$ cat src/rtl/trackball_pkg.sv
// rtl/trackball_pkg.sv - shared types, Gray encoder and saturation limits for trackball_quad
package trackball_pkg;

    typedef logic [1:0] phase_t;

    localparam int ACC_W_DEFAULT  = 12;
    localparam int SAT_HI_DEFAULT = (1 << (ACC_W_DEFAULT - 1)) - 1;
    localparam int SAT_LO_DEFAULT = -SAT_HI_DEFAULT;

    // Quadrature phase 0..3 -> {A,B} = 00, 01, 11, 10
    function automatic logic [1:0] gray_enc(input phase_t p);
        return {p[1], p[1] ^ p[0]};
    endfunction

    // Symmetric clamp limit for an accumulator of the given width
    function automatic int sat_hi(input int acc_w);
        return (1 << (acc_w - 1)) - 1;
    endfunction

endpackage

$ cat src/rtl/trackball_axis.sv
// rtl/trackball_axis.sv - one axis: accumulator, saturation, phase counter, output encoding
module trackball_axis
    import trackball_pkg::*;
#(
    parameter int DELTA_W = 9,
    parameter int ACC_W   = 12
) (
    input  logic               clk_sys,
    input  logic               reset_n,
    input  logic               pkt_evt_i,
    input  logic               tick_i,
    input  logic [DELTA_W-1:0] delta_i,
    input  logic               flip_i,
    input  logic               mode_i,
    output logic               quad_a_o,
    output logic               quad_b_o,
    output logic               busy_o,
    output logic               sat_o
);

    localparam logic signed [ACC_W:0] LIM_HI = (ACC_W+1)'(sat_hi(ACC_W));
    localparam logic signed [ACC_W:0] LIM_LO = -LIM_HI;
    localparam logic signed [ACC_W:0] ONE    = (ACC_W+1)'(1);

    logic signed [ACC_W-1:0] acc_q, acc_d;
    logic signed [ACC_W-1:0] dext, dcond;
    logic signed [ACC_W:0]   sum;
    phase_t                  phase_q, phase_d;
    logic                    dir_q, dir_d;
    logic                    step_pos, step_neg, clamp;
    logic [1:0]              ab_d;
    logic                    quad_a_q, quad_b_q, busy_q, sat_q;

    // The extra accumulator bit makes negating the most negative delta exact
    assign dext     = {{(ACC_W-DELTA_W){delta_i[DELTA_W-1]}}, delta_i};
    assign dcond    = flip_i ? -dext : dext;
    assign step_pos = tick_i & ~acc_q[ACC_W-1] & (acc_q != '0);
    assign step_neg = tick_i & acc_q[ACC_W-1];

    // Next accumulator: drain one step toward zero, add packet, clamp symmetrically
    always_comb begin
        sum   = {acc_q[ACC_W-1], acc_q};
        clamp = 1'b0;
        if (step_pos) sum = sum - ONE;
        if (step_neg) sum = sum + ONE;
        if (pkt_evt_i) sum = sum + {dcond[ACC_W-1], dcond};
        if (sum > LIM_HI) begin
            acc_d = LIM_HI[ACC_W-1:0];
            clamp = 1'b1;
        end else if (sum < LIM_LO) begin
            acc_d = LIM_LO[ACC_W-1:0];
            clamp = 1'b1;
        end else begin
            acc_d = sum[ACC_W-1:0];
        end
    end

    // Phase follows the step; output mapping uses the post-step phase so it lands on the same edge
    always_comb begin
        phase_d = phase_q;
        dir_d   = dir_q;
        if (step_pos) begin
            phase_d = phase_q + 2'd1;
            dir_d   = 1'b1;
        end else if (step_neg) begin
            phase_d = phase_q - 2'd1;
            dir_d   = 1'b0;
        end
        ab_d = mode_i ? {dir_d, phase_d[0]} : gray_enc(phase_d);
    end

    // Axis state and registered outputs
    always_ff @(posedge clk_sys) begin
        if (!reset_n) begin
            acc_q    <= '0;
            phase_q  <= '0;
            dir_q    <= 1'b0;
            quad_a_q <= 1'b0;
            quad_b_q <= 1'b0;
            busy_q   <= 1'b0;
            sat_q    <= 1'b0;
        end else begin
            acc_q    <= acc_d;
            phase_q  <= phase_d;
            dir_q    <= dir_d;
            quad_a_q <= ab_d[1];
            quad_b_q <= ab_d[0];
            busy_q   <= (acc_d != '0);
            sat_q    <= clamp;
        end
    end

    assign quad_a_o = quad_a_q;
    assign quad_b_o = quad_b_q;
    assign busy_o   = busy_q;
    assign sat_o    = sat_q;

endmodule

$ cat src/rtl/trackball_quad.sv
// rtl/trackball_quad.sv - multi-axis relative-motion to quadrature / dir-clock emulator
module trackball_quad
    import trackball_pkg::*;
#(
    parameter int AXES    = 2,
    parameter int DELTA_W = 9,
    parameter int ACC_W   = 12,
    parameter int DIV_W   = 8
) (
    input  logic                    clk_sys,
    input  logic                    reset_n,
    input  logic                    pkt_toggle,
    input  logic [AXES*DELTA_W-1:0] delta,
    input  logic [AXES-1:0]         flip,
    input  logic [DIV_W-1:0]        rate,
    input  logic                    mode,
    output logic [AXES-1:0]         quad_a,
    output logic [AXES-1:0]         quad_b,
    output logic [AXES-1:0]         busy,
    output logic [AXES-1:0]         sat
);

    logic             pkt_prev_q;
    logic             pkt_evt;
    logic [DIV_W-1:0] div_q;
    logic             tick;

    // Track the toggle level; loading it during reset keeps release event-free
    always_ff @(posedge clk_sys) begin
        if (!reset_n) pkt_prev_q <= pkt_toggle;
        else          pkt_prev_q <= pkt_toggle;
    end

    assign pkt_evt = (pkt_toggle != pkt_prev_q);
    assign tick    = (div_q == '0);

    // Shared step-rate prescaler; rate is only sampled on reload
    always_ff @(posedge clk_sys) begin
        if (!reset_n || tick) div_q <= rate;
        else                  div_q <= div_q - DIV_W'(1);
    end

    for (genvar i = 0; i < AXES; i++) begin : g_axis
        trackball_axis #(
            .DELTA_W (DELTA_W),
            .ACC_W   (ACC_W)
        ) u_axis (
            .clk_sys   (clk_sys),
            .reset_n   (reset_n),
            .pkt_evt_i (pkt_evt),
            .tick_i    (tick),
            .delta_i   (delta[i*DELTA_W +: DELTA_W]),
            .flip_i    (flip[i]),
            .mode_i    (mode),
            .quad_a_o  (quad_a[i]),
            .quad_b_o  (quad_b[i]),
            .busy_o    (busy[i]),
            .sat_o     (sat[i])
        );
    end

endmodule

$ cat config.mk
export PLATFORM = sky130hd
export DESIGN_NAME = trackball_quad
export DESIGN_NICKNAME = d
export VERILOG_FILES = /design/src/rtl/trackball_pkg.sv /design/src/rtl/trackball_axis.sv /design/src/rtl/trackball_quad.sv
export SDC_FILE = /design/constraint.sdc
export NUM_CORES = 1
export LEC_CHECK = 0
export CORE_ASPECT_RATIO = 0.6
export CORE_UTILIZATION = 50
export CTS_CLUSTER_DIAMETER = 80
export CTS_CLUSTER_SIZE = 14
export DETAILED_ROUTE_END_ITERATION = 16
export HOLD_SLACK_MARGIN = 0.06
export PLACE_DENSITY = 0.7
export SETUP_SLACK_MARGIN = 0.1
export SLEW_MARGIN = 10
export SYNTH_ARGS = -nofsm -noshare
export SYNTH_HDL_FRONTEND = slang
export SYNTH_SLANG_ARGS = --single-unit
$ cat constraint.sdc
create_clock -name clk_sys -period 6.7 [get_ports clk_sys]
set_clock_uncertainty 0.05 [all_clocks]
set_input_delay 2.01 -clock clk_sys [delete_from_list [all_inputs] [get_ports clk_sys]]
set_output_delay 2.01 -clock clk_sys [all_outputs]
set_load 0.01 [all_outputs]
==> run metrics, run 1 <==
outcome finished clean; Rel. slew slack 46.5%; Startpoint Class input port; utilization of the core after routing 58.1%; leakage power 0.00220 µW; nets 772; Routed WL per cell 17.5 µm; global-route wire length before repair 23.4 mm; final setup TNS 0 ps; Mapped Nets 755; final hold vios 0; DRC 0; Root Buffer clkbuf_16; pin count of the biggest net entering global routing 35; Sink Count 47; Syn Area/Cell 7.46 µm²; async set-reset flop share out of synthesis 0%; CP Class input port to flip-flop; final WL 14.7 mm; Psw 1020 µW; Reg2Reg Depth 23; hold slack 452 ps; FP Rows 28; GRT Total Usage 27.6%; CTS tree done; Clk pin slew, worst setup/hold paths 70 ps; Setup WS post-layout 399 ps; r2r startpoint div_q[0]$_DFF_P_; sequential share of power 24.4%; Final min period 6300 ps; fraction of layout cells with a size suffix above 1 7.07%; dpl hpwl 11.6 mm; I/O pins 40; CP startpoint delta[9]; clock share of power 12.6%; setup violators final 0; commonest cells after routing, fill and taps aside 67 x nand2_1, 55 x nor2_1, 49 x xnor2_1, 47 x dfxtp_1, 44 x a21oi_1; Synth Instances 689; # diodes 0; RePlAce Congestion 0.937; number of setup buffers added after CTS 0; Synth cell types 76; Vias 5280; drt initial violations 698; CP endpoint g_axis[1].u_axis.acc_q[4]$_SDFF_PN0_; initial core utilization 51.8%; Die Y 80.5 µm; highest clock rate 0.159 GHz; FF-to-FF End g_axis[0].u_axis.acc_q[1]$_SDFF_PN0_; maximum clock path buffer count 2; Tcrit/Tclk final 94.0%; Max Slew Vio Count 0; Setup WS pre-CTS 223 ps; P&R area growth vs syn 12.0%; Comb power frac 63.0%; CP Capture Type flip-flop; count of state elements after synthesis 47; Mapped Area 5140 µm²; number of synthesized flops with an enable pin 0; hold crit path type flip-flop to flip-flop; Yosys Warn Count 0; Routed Antenna Nets 0; htree depth 2; RSZ-0062 raised after global routing true; number of global-route vias before repair 4558; worst-path fanout max 10; Inserted Clock Buffers 5; top_reg_cell synth dfxtp_1; antenna violations before repair 0; Core Box Area 9910 µm²; routed vias/inst 6.27; remaining global-route overflow 0; CP required 6800 ps; most common cell after layout, fill and taps aside nand2_1; Int Pwr 1040 µW; measured slew at the worst slew-check pin 782 ps; Worst-Skew Late Latency 290 ps; First-pass DRT Iterations 5; crit path DAT 6400 ps; Die Wd 133 µm; Max Cap Violations 0; Die ar. 10700 µm²; reg2reg setup slack 580 ps; port bufs 39; share of the yosys chip area belonging to registers 18.3%; sw frac 49.4%; maximum vdd drop 0.149 mV; HP Start g_axis[0].u_axis.dir_q$_SDFF_PN0_; Power per Cell Area 358 nW/µm²
-- power groups by stage --
stage	sequential, µW	clock [µW]	combinational (µW)
global placement	492	0	1220
CTS	492	264	1270
floorplan	406	0	1040
detailed placement	493	0	1260
global route	511	280	1420
finish	503	260	1300
-- worst min path at each step --
stage,end,slack [ps],cells after the start
finish,g_axis[0].u_axis.dir_q$_SDFF_PN0_,450,2
CTS,g_axis[0].u_axis.dir_q$_SDFF_PN0_,460,2
floorplan,g_axis[0].u_axis.dir_q$_SDFF_PN0_,410,2
global route,g_axis[1].u_axis.phase_q[1]$_SDFF_PN0_,490,2
detailed placement,g_axis[0].u_axis.dir_q$_SDFF_PN0_,440,2
global placement,g_axis[0].u_axis.dir_q$_SDFF_PN0_,430,2
-- registers in the layout (all words and copies together) (netlist names) --
name                    flops
g_axis.u_axis.quad_b_o      2
g_axis.u_axis.sat_o         2
div_q                       8
pkt_prev_q                  1
g_axis.u_axis.phase_q       4
g_axis.u_axis.busy_o        2
g_axis.u_axis.acc_q        24
g_axis.u_axis.dir_q         2
g_axis.u_axis.quad_a_o      2
-- critical path, cell delays in order --
cell and delay [ps]:
clkdlybuf4s50_1 520, inv_1 80, ha_1 290, nand2_1 60
o21ai_0 150, fa_1 480, a21oi_1 180, o21ai_0 210
a2111oi_0 780, o31ai_1 250, xnor2_1 180, nor2_1 140
xnor2_1 110, nor3_1 290, a21oi_1 160, o21ai_2 370
o22ai_1 140
-- area by class of cell --
class | instances | area, µm²
clock buffer | 6 | 139
timing repair buffer | 47 | 450
fill | 924 | 4160
inverter | 33 | 124
tap | 135 | 169
multi-input combinational | 572 | 3920
sequential | 47 | 941
clock inverter | 2 | 16.3
-- metal layers --
metal | up-vias | part of all wire, % | GRT usage [%]
li1 | 2567 | - | -
met4 | 0 | 0.35 | 3.68
met2 | 267 | 39 | 37.9
met3 | 9 | 9.9 | 4.61
met5 | - | 0 | 0
met1 | 2437 | 51 | 44.0
-- cells by family (layout without fill, tap and decap cells) --
group           Yosys count  in the layout  share of synthesized area [%]
mux                      14             14                           2.92
simple gates            270            270                           28.2
buf+inv                  70             88                           5.89
xor+xnor                 69             69                           12.0
flops                    47             47                           18.3
compound gates          183            183                           23.7
fa+ha+maj                36             36                           8.98
-- Yosys cell counts, drive strengths merged (10+ instances only) --
master | count | area [µm²]
ha | 32 | 400
clkbuf | 23 | 86.3
inv | 32 | 120
nand2b | 10 | 62.6
a211oi | 11 | 87.6
nand4 | 10 | 62.6
o21ai | 45 | 233
xor2 | 19 | 166
nor4 | 14 | 106
a21oi | 44 | 220
dfxtp | 47 | 941
nor3 | 27 | 135
a21o | 10 | 75.1
nand2 | 67 | 251
a31oi | 11 | 68.8
nor2 | 57 | 216
buf | 14 | 92.6
nand3 | 22 | 110
xnor2 | 49 | 429
-- per-stage QoR --
step | std cells | instance area (µm²) | total power [µW]
3_5_place_dp | 834 | 5590 | 1750
6_report | 842 | 5760 | 2060
3_3_place_gp | 834 | 5590 | 1720
5_1_grt | 842 | 5760 | 2210
2_1_floorplan | 689 | 5140 | 1440
4_1_cts | 842 | 5740 | 2030
-- timing repair --
action                                  4_1_cts  5_1_grt
endpoints found under the setup margin        0       16
hold buffers                                  0        0
resized for setup                             0        3
Note: power is estimated with default switching activity, not from simulation.
==> run 2, diff against run 1 <==
--- a/config.mk
+++ b/config.mk
@@ -5,13 +5,16 @@
 export SDC_FILE = /design/constraint.sdc
 export NUM_CORES = 1
 export LEC_CHECK = 0
+export CELL_PAD_IN_SITES_DETAIL_PLACEMENT = 1
+export CELL_PAD_IN_SITES_GLOBAL_PLACEMENT = 1
 export CORE_ASPECT_RATIO = 0.6
-export CORE_UTILIZATION = 50
+export CORE_UTILIZATION = 44
 export CTS_CLUSTER_DIAMETER = 80
 export CTS_CLUSTER_SIZE = 14
 export DETAILED_ROUTE_END_ITERATION = 16
+export GPL_TIMING_DRIVEN = 0
 export HOLD_SLACK_MARGIN = 0.06
-export PLACE_DENSITY = 0.7
+export PLACE_DENSITY_LB_ADDON = 0.1
 export SETUP_SLACK_MARGIN = 0.1
 export SLEW_MARGIN = 10
 export SYNTH_ARGS = -nofsm -noshare
==> run metrics, run 2 (synthesis gave the netlist of run 1 again) <==
global-route wire length before repair 29.2 mm; Max Slew Vio Count 0; initial core utilization 45.3%; Power per Cell Area 370 nW/µm²; RSZ-0062 raised after global routing false; port bufs 37; Buf/Inv on CP 4; Tcrit/Tclk final 94.6%; Vias 5615; P&R area growth vs syn 17.2%; Clk pin slew, worst setup/hold paths 80 ps; nets 806; Rel. slew slack 41.4%; I/O pins 40; final hold vios 0; CP max stage delay 600 ps; CP Class input port to flip-flop; Sink Count 47; Core Box Area 11300 µm²; non-filler cells, final 902; FP Rows 30; maximum clock path buffer count 2; Hold Buf Count CTS 0; crit path cell chain clkdlybuf4s50_1 > inv_1 > ha_1 > or4b_2 > o21ai_0 > xor2_1 > inv_1 > ha_1 > nand2_1 > o31ai_2 > nand2_1 > o21ai_0 > nor3_2 > xor2_1 > o22a_1 > buf_2 > a21oi_1; Inserted Clock Buffers 5; maximum vdd drop 0.124 mV; worst-path fanout max 10; Worst-Skew Late Latency 290 ps; CP Capture Type flip-flop; dpl hpwl 14.2 mm; most common cell after layout, fill and taps aside nand2_1; crit-path leading delay family compound AO/OA/AOI/OAI gates; hold slack 462 ps; max reg flops 24; CTS tree done; top flop regs g_axis.u_axis.acc_q x24, div_q x8, g_axis.u_axis.phase_q x4; Final min period 6340 ps; drt initial violations 360; fraction of layout cells with a size suffix above 1 9.58%; metal3 WL 898 µm; CP max-delay cell or4b_2; placed inst area 5710 µm²; Top reg by flops g_axis.u_axis.acc_q; CP required 6860 ps; routed vias/inst 6.23; Die ar. 12100 µm²; Max Cap Violations 0; Routed WL per cell 20.4 µm; crit path DAT 6490 ps; Metal-1 WL 9.62 mm; utilization of the core after routing 53.1%; DRC 0; met2 routed WL 7.76 mm; outcome finished clean; Post-Place Cells 886; design area 6020 µm²; setup violators final 0; final WL 18.4 mm; RePlAce Congestion 0.866; number of global-route vias before repair 5462; Setup WS post-layout 363 ps; GRT Total Usage 30.4%; antenna violations before repair 0; Startpoint Class input port; leakage power 0.00231 µW; Routed Antenna Nets 0; # fillers 1434; First-pass DRT Iterations 4; measured slew at the worst slew-check pin 872 ps; Root Buffer clkbuf_16; Top Metal Used met4; htree depth 2; Setup WS pre-CTS -996 ps; Die Wd 142 µm; highest clock rate 0.158 GHz; pin count of the biggest net entering global routing 16; commonest cells after routing, fill and taps aside 67 x nand2_1, 55 x nor2_1, 48 x xnor2_1, 47 x dfxtp_1, 43 x a21oi_1; Die Y 85.7 µm; hold crit path type flip-flop to flip-flop; remaining global-route overflow 0
-- run 2: cell types whose count changed in the layout (fill, tap and decap cells not counted), sizes merged --
cell,delta
clkinv,-1
diode,+1
buf,+13
inv,+1
clkbuf,+23
clkdlybuf4s50,-2
bufinv,+1
clkinvlp,-1
-- run 2: path summary, 6_finish.rpt --
kind,cells after the start,to,slack (ps),start
setup / recovery,17,g_axis[1].u_axis.acc_q[9]$_SDFF_PN0_,360,delta[9]
hold / removal,2,g_axis[1].u_axis.dir_q$_SDFF_PN0_,460,g_axis[1].u_axis.dir_q$_SDFF_PN0_
setup reg to reg,24,g_axis[0].u_axis.acc_q[1]$_SDFF_PN0_,470,div_q[0]$_DFF_P_
hold reg to reg,2,g_axis[1].u_axis.dir_q$_SDFF_PN0_,460,g_axis[1].u_axis.dir_q$_SDFF_PN0_
-- run 2: metal layers --
| metal | track usage [%] | up-vias |
|---|---|---|
| li1 | - | 2648 |
| met1 | 46.1 | 2773 |
| met2 | 46.1 | 176 |
| met3 | 3.74 | 18 |
| met4 | 4.69 | 0 |
| met5 | 0 | - |
-- run 2: stage by stage --
| step | setup TNS (ps) | total power (µW) |
|---|---|---|
| 6_report | 0 | 2230 |
| 5_1_grt | 0 | 2380 |
| 4_1_cts | 0 | 2160 |
| 3_5_place_dp | -12290 | 1830 |
| 3_3_place_gp | -6840 | 1760 |
| 2_1_floorplan | 0 | 1440 |
-- run 2: power by group --
group / total (µW) / internal [µW] / leakage, µW / switching (µW)
combinational: 1490 / 565 / 0.00183 / 921
clock: 305 / 188 / 0.0000875 / 117
sequential: 438 / 355 / 0.000390 / 83.1
-- run 2: cell type report --
cell class	instances	area [µm²]	share of cell area (%)
diodes	1	2.50	0.0415
plain buffers	37	179	2.97
clock buffers	6	139	2.31
clock inverters	2	38.8	0.644
inverters	33	124	2.06
multi-input cells	572	3980	66.0
flip-flops and latches	47	941	15.6
well taps	160	200	3.32
repair buffers	44	423	7.02
-- run 2: worst min-delay path: stages, from the launching register on --
cell and delay, ps:
dfxtp_1 310, a21oi_1 50, nor2_1 110
-- run 2: timing repair --
item                                   4_1_cts  5_1_grt
buffers inserted                             1        6
gates resized for setup                      5       10
pin swaps                                    1        2
endpoints found under the hold margin        0        0
setup endpoints to repair                   14       26
